<file path="src/rtl/hamming_pkg.sv">
// Shared Hamming(7,4) definitions: code dimensions, bit positions and the
// transmitter FSM state encoding. Imported by the encoder and transmitter.
package hamming_pkg;

    localparam int HAM_N = 7;
    localparam int HAM_K = 4;

    // Parity bit positions inside the codeword h[6:0]
    localparam int P0_POS = 6;
    localparam int P1_POS = 5;
    localparam int P2_POS = 3;

    // Data position map, listed D3..D0: DATA_POS[0] holds D3, DATA_POS[3] holds D0
    localparam int DATA_POS [HAM_K] = '{4, 2, 1, 0};

    typedef enum logic [1:0] {
        ST_IDLE = 2'd0,
        ST_SEND = 2'd1,
        ST_DONE = 2'd2
    } ham_state_e;

    // Even parity of three bits
    function automatic logic parity3(input logic a, input logic b, input logic c);
        parity3 = a ^ b ^ c;
    endfunction

endpackage

</file>
<file path="src/rtl/hamming74_enc.sv">
// Combinational Hamming(7,4) encoder: 4 data bits in, 7-bit codeword out.
// Parity equations match the receiver's syndrome checks.
module hamming74_enc
    import hamming_pkg::*;
(
    input  logic [3:0] i_data,
    output logic [6:0] o_code
);

    logic [6:0] w_code;

    // Place data bits at their positions and fill in the three parity bits
    always_comb begin
        w_code                = 7'd0;
        w_code[DATA_POS[0]]   = i_data[3];
        w_code[DATA_POS[1]]   = i_data[2];
        w_code[DATA_POS[2]]   = i_data[1];
        w_code[DATA_POS[3]]   = i_data[0];
        w_code[P0_POS]        = parity3(i_data[3], i_data[2], i_data[0]);
        w_code[P1_POS]        = parity3(i_data[3], i_data[1], i_data[0]);
        w_code[P2_POS]        = parity3(i_data[2], i_data[1], i_data[0]);
    end

    assign o_code = w_code;

endmodule

</file>
<file path="src/rtl/hamming_encode_s.sv">
// Serial Hamming(7,4) transmitter. Accepts a nibble on start/ready, shifts the
// codeword out MSB first, holding each bit BIT_CYCLES clocks with a one-cycle
// strobe at cycle STROBE_POS of each bit period, then pulses done.
// Optional macro ERROR_INJECT_EN adds err_en/err_idx to flip one sent bit.
module hamming_encode_s
    import hamming_pkg::*;
#(
    parameter int BIT_CYCLES = 4,
    parameter int STROBE_POS = 1
) (
    input  logic       clk,
    input  logic       rst,
    input  logic [3:0] d_in,
    input  logic       start,
`ifdef ERROR_INJECT_EN
    input  logic       err_en,
    input  logic [2:0] err_idx,
`endif
    output logic       ready,
    output logic       busy,
    output logic       d_out,
    output logic       strobe_out,
    output logic       done,
    output logic [6:0] codeword
);

    localparam int              CYC_W      = (BIT_CYCLES > 2) ? $clog2(BIT_CYCLES) : 1;
    localparam logic [CYC_W-1:0] CYC_LAST   = CYC_W'(BIT_CYCLES - 1);
    localparam logic [CYC_W-1:0] STROBE_CYC = CYC_W'(STROBE_POS);

    ham_state_e       r_state;
    logic [CYC_W-1:0] r_cyc;
    logic [2:0]       r_bit_idx;
    logic [6:0]       r_sh;
    logic [6:0]       r_codeword;
    logic             r_ready;
    logic             r_busy;
    logic             r_d_out;
    logic             r_strobe;
    logic             r_done;

    ham_state_e       w_state_nxt;
    logic [CYC_W-1:0] w_cyc_nxt;
    logic [2:0]       w_bit_idx_nxt;
    logic [6:0]       w_sh_nxt;
    logic [6:0]       w_codeword_nxt;
    logic             w_d_out_nxt;
    logic             w_strobe_nxt;
    logic [6:0]       w_code;
    logic [6:0]       w_tx;

    hamming74_enc u_enc (
        .i_data (d_in),
        .o_code (w_code)
    );

`ifdef ERROR_INJECT_EN
    // Transmitted word: clean codeword with the selected bit inverted (index 7 = none)
    always_comb begin
        if (err_en && (err_idx != 3'd7)) begin
            w_tx = w_code ^ (7'd1 << err_idx);
        end else begin
            w_tx = w_code;
        end
    end
`else
    // Transmitted word is always the clean codeword
    always_comb begin
        w_tx = w_code;
    end
`endif

    // Next-state logic for the FSM, bit timer, bit index and shift register
    always_comb begin
        w_state_nxt    = r_state;
        w_cyc_nxt      = r_cyc;
        w_bit_idx_nxt  = r_bit_idx;
        w_sh_nxt       = r_sh;
        w_codeword_nxt = r_codeword;
        case (r_state)
            ST_IDLE: begin
                if (start && r_ready) begin
                    w_state_nxt    = ST_SEND;
                    w_cyc_nxt      = {CYC_W{1'b0}};
                    w_bit_idx_nxt  = 3'd6;
                    w_sh_nxt       = w_tx;
                    w_codeword_nxt = w_code;
                end else begin
                    w_state_nxt    = ST_IDLE;
                end
            end
            ST_SEND: begin
                if (r_cyc == CYC_LAST) begin
                    w_cyc_nxt = {CYC_W{1'b0}};
                    if (r_bit_idx == 3'd0) begin
                        w_state_nxt = ST_DONE;
                    end else begin
                        w_bit_idx_nxt = r_bit_idx - 3'd1;
                    end
                end else begin
                    w_cyc_nxt = r_cyc + {{(CYC_W-1){1'b0}}, 1'b1};
                end
            end
            ST_DONE: begin
                w_state_nxt = ST_IDLE;
            end
            default: begin
                w_state_nxt = ST_IDLE;
            end
        endcase
    end

    // Output values for the coming cycle, derived from the next state so the
    // registered outputs line up exactly with the state they describe
    always_comb begin
        w_d_out_nxt  = 1'b0;
        w_strobe_nxt = 1'b0;
        if (w_state_nxt == ST_SEND) begin
            w_d_out_nxt  = w_sh_nxt[w_bit_idx_nxt];
            w_strobe_nxt = (w_cyc_nxt == STROBE_CYC);
        end else begin
            w_d_out_nxt  = 1'b0;
            w_strobe_nxt = 1'b0;
        end
    end

    // State and output registers; reset drops any frame in flight
    always_ff @(posedge clk) begin
        if (rst) begin
            r_state    <= ST_IDLE;
            r_cyc      <= {CYC_W{1'b0}};
            r_bit_idx  <= 3'd0;
            r_sh       <= 7'd0;
            r_codeword <= 7'd0;
            r_ready    <= 1'b1;
            r_busy     <= 1'b0;
            r_d_out    <= 1'b0;
            r_strobe   <= 1'b0;
            r_done     <= 1'b0;
        end else begin
            r_state    <= w_state_nxt;
            r_cyc      <= w_cyc_nxt;
            r_bit_idx  <= w_bit_idx_nxt;
            r_sh       <= w_sh_nxt;
            r_codeword <= w_codeword_nxt;
            r_ready    <= (w_state_nxt == ST_IDLE);
            r_busy     <= (w_state_nxt == ST_SEND) || (w_state_nxt == ST_DONE);
            r_d_out    <= w_d_out_nxt;
            r_strobe   <= w_strobe_nxt;
            r_done     <= (w_state_nxt == ST_DONE);
        end
    end

    assign ready      = r_ready;
    assign busy       = r_busy;
    assign d_out      = r_d_out;
    assign strobe_out = r_strobe;
    assign done       = r_done;
    assign codeword   = r_codeword;

endmodule

</file>
<file path="config.mk">
export PLATFORM = sky130hd
export DESIGN_NAME = hamming_encode_s
export DESIGN_NICKNAME = d
export VERILOG_FILES = /design/src/rtl/hamming_pkg.sv /design/src/rtl/hamming74_enc.sv /design/src/rtl/hamming_encode_s.sv
export SDC_FILE = /design/constraint.sdc
export NUM_CORES = 1
export LEC_CHECK = 0
export ABC_AREA = 0
export CAP_MARGIN = 20
export CORE_AREA = 3 3 68 70
export CTS_BUF_LIST = sky130_fd_sc_hd__clkbuf_8
export DETAILED_ROUTE_END_ITERATION = 12
export DIE_AREA = 0 0 71 73
export HOLD_SLACK_MARGIN = 0.12
export PLACE_DENSITY_LB_ADDON = 0.25
export SYNTH_ARGS = -nofsm -noshare
export SYNTH_HDL_FRONTEND = slang
export SYNTH_SLANG_ARGS = --single-unit
</file>
<file path="constraint.sdc">
create_clock -name clk -period 2.2 [get_ports clk]
set_input_delay 0.66 -clock clk [delete_from_list [all_inputs] [get_ports clk]]
set_output_delay 0.66 -clock clk [all_outputs]
set_load 0.02 [all_outputs]
</file>
# Word level (Yosys, flattened, before mapping)
# Index checks and enable logic that the tools add are counted.
# classes
reduce_logical,7
n_mux,15
order_cmp,1
bitwise,7
n_eq_ne,5
add_sub_neg,2
# ops
op,n
$mux W7,2
$mux W3,3
$mux W2,4
$pmux W2 S2,2
$eq A2 B1 Y1 const B,3
$pmux W3 S2,1
$xor A1 B1 Y1,6
$eq A2 B2 Y1 const B,2
$logic_not A2 Y1,2
$lt A3 B4 Y1 const B,1
$bmux W1 S3,1
$logic_not A3 Y1,1
$sub A3 B1 Y3 const B,1
$add A2 B1 Y2 const B,1
$mux W1,2
$reduce_and A2 Y1,1
$reduce_or A2 Y1,1
$logic_and A1 B1 Y1,1
$logic_or A1 B1 Y1,1
$not A1 Y1,1
# word_totals
register_bits,26
output_inout_bits,12

# Logic depth before layout (Yosys ltp)
# Gate-level depths: netlist (run 1).
# logic_depth
ltp_word,7
ltp_mapped,8

# Cells and area by module
# A second synthesis (run 1) with hierarchy kept.
# hier_totals
cells_unflattened,138
area_unflattened_um2,1267.5
# modules_own_cells
module,n_inst,cells_each,seq_area_each_um2,area_per_inst_um2
hamming_encode_s,1,131,520.5,1166.1
hamming74_enc,1,7,0.0,101.3

# Least setup slack after synthesis (run 1)
# No wires, ideal clock.
# synth_timing
path_type,input port to flip-flop
startpoint,in start
endpoint,"reg r_d_out, in the netlist d_out"
setup_time_ns,0.130
t_arrival_ns,1.629
n_path_buf,1
stages,6
setup_slack_ns,0.441
cell_sequence,and4bb_4 -> buf_4 -> a211oi_1 -> a21oi_1 -> a211oi_1 -> nor4_2
# synth_via
elab_chain_cells,6
elab_cells_between_ends,12
cone_classes,eq/ne: 1; mux: 8; bitwise: 1; reduce/logical: 2
# synth_lines
item,line_no,rtl
"start, declared",hamming_encode_s.sv:14,"input logic start,"
$logic_and A1 B1 Y1 *,hamming_encode_s.sv:82,if (start && r_ready) begin
"parallel branches: the longest is 5 deep, another holds $mux W3",n/a,
"end signal, assigned",hamming_encode_s.sv:148,r_d_out <= w_d_out_nxt;
"end, declared",hamming_encode_s.sv:38,logic r_d_out;
# Every way passes the cells marked *. The select of a mux whose other input is x is not followed.
# A chain may end at the register's enable or synchronous reset.

# Final worst setup path (run 1)
# Ends and elaborated chain as after synthesis.

==> results of run 1 <==
-- critical path: stages --
cell and delay, ns:
clkdlybuf4s50_1 0.51, and4bb_4 0.32, a211oi_1 0.06, a21oi_1 0.32
a211oi_1 0.12, nor4_2 0.27
-- worst min path at each step --
stage | endpoint | slack [ns] | cells after the start
4_1_cts | codeword[5] | 0.47 | 2
6_report | codeword[1] | 0.46 | 2
3_3_place_gp | codeword[5] | 0.44 | 2
3_5_place_dp | codeword[5] | 0.45 | 2
5_1_grt | codeword[0] | 0.48 | 2
2_1_floorplan | r_sh[5] | 0.43 | 2
-- registers in the layout (all words and copies together) (netlist names) --
register,flops
codeword,7
ready,1
r_cyc,2
r_sh,7
strobe_out,1
busy,1
done,1
r_bit_idx,3
d_out,1
r_state,2
-- stage by stage --
stage	hold slack, ns	utilization, %	cell area [um2]	setup TNS [ns]
after global placement	0.445	37.5	1510	-0.127
final	0.461	39.1	1570	0
after CTS	0.466	38.9	1570	0
after floorplan	0.433	-	1230	0
after detailed placement	0.449	37.5	1510	-0.176
after global routing	0.481	39.1	1570	0
-- area by class of cell --
type	instances	area, um2	share of cell area, %
Clock buffer	4	55.1	3.50
Multi-Input combinational cell	101	662	42.1
Tap cell	50	62.6	3.97
Inverter	5	18.8	1.19
Timing Repair Buffer	28	255	16.2
Sequential cell	26	520	33.1
-- power groups by stage --
stage	Combinational (mW)	Clock, mW	Sequential, mW
floorplan	0.119	0	0.547
global placement	0.219	0	0.531
detailed placement	0.223	0	0.532
CTS	0.225	0.323	0.521
global route	0.247	0.340	0.526
finish	0.224	0.312	0.522
-- placed cells by master (no fill, tap or decap), types with 2 or more instances in the layout --
cell type / instances
nor2b_1: 5
inv_1: 5
a31o_1: 2
a21o_1: 2
clkdlybuf4s50_1: 18
xor2_1: 3
a32oi_1: 2
nor2_1: 12
ha_1: 6
nand2b_1: 2
nand3_1: 2
dfxtp_1: 26
a211oi_1: 2
a21oi_1: 16
buf_4: 10
nand2_1: 24
clkbuf_8: 4
-- layer usage --
metal	vias to the layer above	global-route usage, %
li1	529	-
met1	506	13.8
met2	9	18.7
met3	4	1.93
met4	0	6.26
met5	-	0
-- repair_timing --
action                                  CTS  global route
endpoints found under the setup margin    0             1
gates resized for setup                   0             2
hold buffers                              0             0
-- kinds of logic after synthesis --
group | after synthesis
xor+xnor | 4
simple gates | 57
buf+inv | 11
compound gates | 33
fa+ha+maj | 6
flops | 26
mux | 1
==> results.ini, run 1 <==
[logic_synthesis]
synth_fa_ha_area_share_pct = 6.11
ys_ff_latch = 26
syn_nets = 151
ys_seq_area_share_pct = 42.4
synth-async-reset-ratio_pct = 0
muxShareOfSynthArea_pct = 0.916
synth_flop_cell = dfxtp_1
synth-simple-area-share_pct = 24.0
synth_cell_types = 40
synth_most_common_cell = dfxtp_1
netlist_area_mm2 = 0.00123
synth_xor_area_share_pct = 4.07
synth_top_family_by_area = simple AND/OR/NAND/NOR gates
synth_edf_count = 0
synth_area_leaders = dfxtp_1, nand2_1, a21oi_1
avgSynthCellArea_um2 = 8.90
netlist_instances = 138
synth_area_leader_cell = dfxtp_1
synth_compound_area_share_pct = 18.1
yosys-top-cells-count = dfxtp_1, nand2_1, a21oi_1
yosys_warnings = 0
synth_top_area_share_pct = 42.4

[power]
p_int_uw = 773
total_leakage_power_nw = 0.612
power_frac_comb_pct = 21.2
irDropWorstVdd_v = 0.000268
seqPwrFrac_pct = 49.3
switching_share_pct = 26.9
p_clk_share_pct = 29.5
power_switching_uw = 285
power.density_mw_per_mm2 = 672
power_mw = 1.06

[floorplanning]
die_h_um = 73
num_io_pins = 19
die-area_mm2 = 0.00518
coreArea_mm2 = 0.00403
row_count = 23
initial_utilization_pct = 30.5
fp.dieW_um = 71

[drt]
wire_per_inst_um = 12.9
wl_met1_um = 1300
drc_errors = 0
first_pass_iters = 4
highest_layer = met4
num_vias = 1048
ant_nets = 0
vias_per_cell = 4.90
finalWirelength_um = 2750
drt_iter0_markers = 39
wl_met2_um = 1350
route.met3.wl_um = 49

[worst_setup_path]
critPathArrivalTime_ns = 2.27
worst-setup-path-type = in2reg
end_kind = flip-flop
r2r-end = d_out
worstPathRequired_ns = 2.38
startpoint = start
r2r_setup_slack_ns = 0.19
r2r_start = r_bit_idx[0]
worstRegToRegCells = 8
start_kind = primary input
crit_end = d_out
cp_max_fo = 7

[cts]
cts_tree = yes
cts-root-buf = clkbuf_8
postCtsSetupBuffers = 0
clock_latency_ns = 0.27
cts_buffers = 3
clk_pin_slew_ns = 0.09
cts_sinks = 26
clockBufferDepth = 2
htreeDepth = 1

[timing]
skew_ns = 0.00461
setup_slack_ns = 0.110
rsz0062_at_grt = false
relSlewSlack_pct = 75.3
tightest_slew_ns = 0.371
clock.fmax_ghz = 0.478
setup_violations = 0
hold_violations = 0
finalMaxSlewViolations = 0
post-route-period-util_pct = 95.0
fin_crit_ns = 2.09

[grt]
grt_antenna_before_repair = 0
grt_max_degree = 18
grt_pass1_wl_um = 4760
grt_overflow = 0
grt_pass1_vias = 1053
grt_usage_pct = 11.3

[placement]
hpwl_um = 2100
post-place-ws_ns = -0.176
gp_congestion = 0.835
place_inst = 210
io_buffers = 18

[min_path]
worstHoldPathType = reg2reg
hold_start = codeword[1]

[cells_and_area]
nets = 178
area_growth_pct = 28.1
finalNonFillerCells = 214
layout-drive-gt1-share_pct = 14.0
diodes = 0
nFillCells = 437

[status]
status = completed

[job]
maxCapViolCount = 0

(Power assumes the default switching activity.)
==> run 2: changes to the inputs <==
--- a/constraint.sdc
+++ b/constraint.sdc
@@ -3,2 +3,2 @@
 set_output_delay 0.66 -clock clk [all_outputs]
-set_load 0.02 [all_outputs]
+set_load 0.01 [all_outputs]
==> results of run 2 <==
The final DEF is identical to that of run 1. Status: completed.
Main changes from that run: total power 1.06 mW -> 1.05 mW
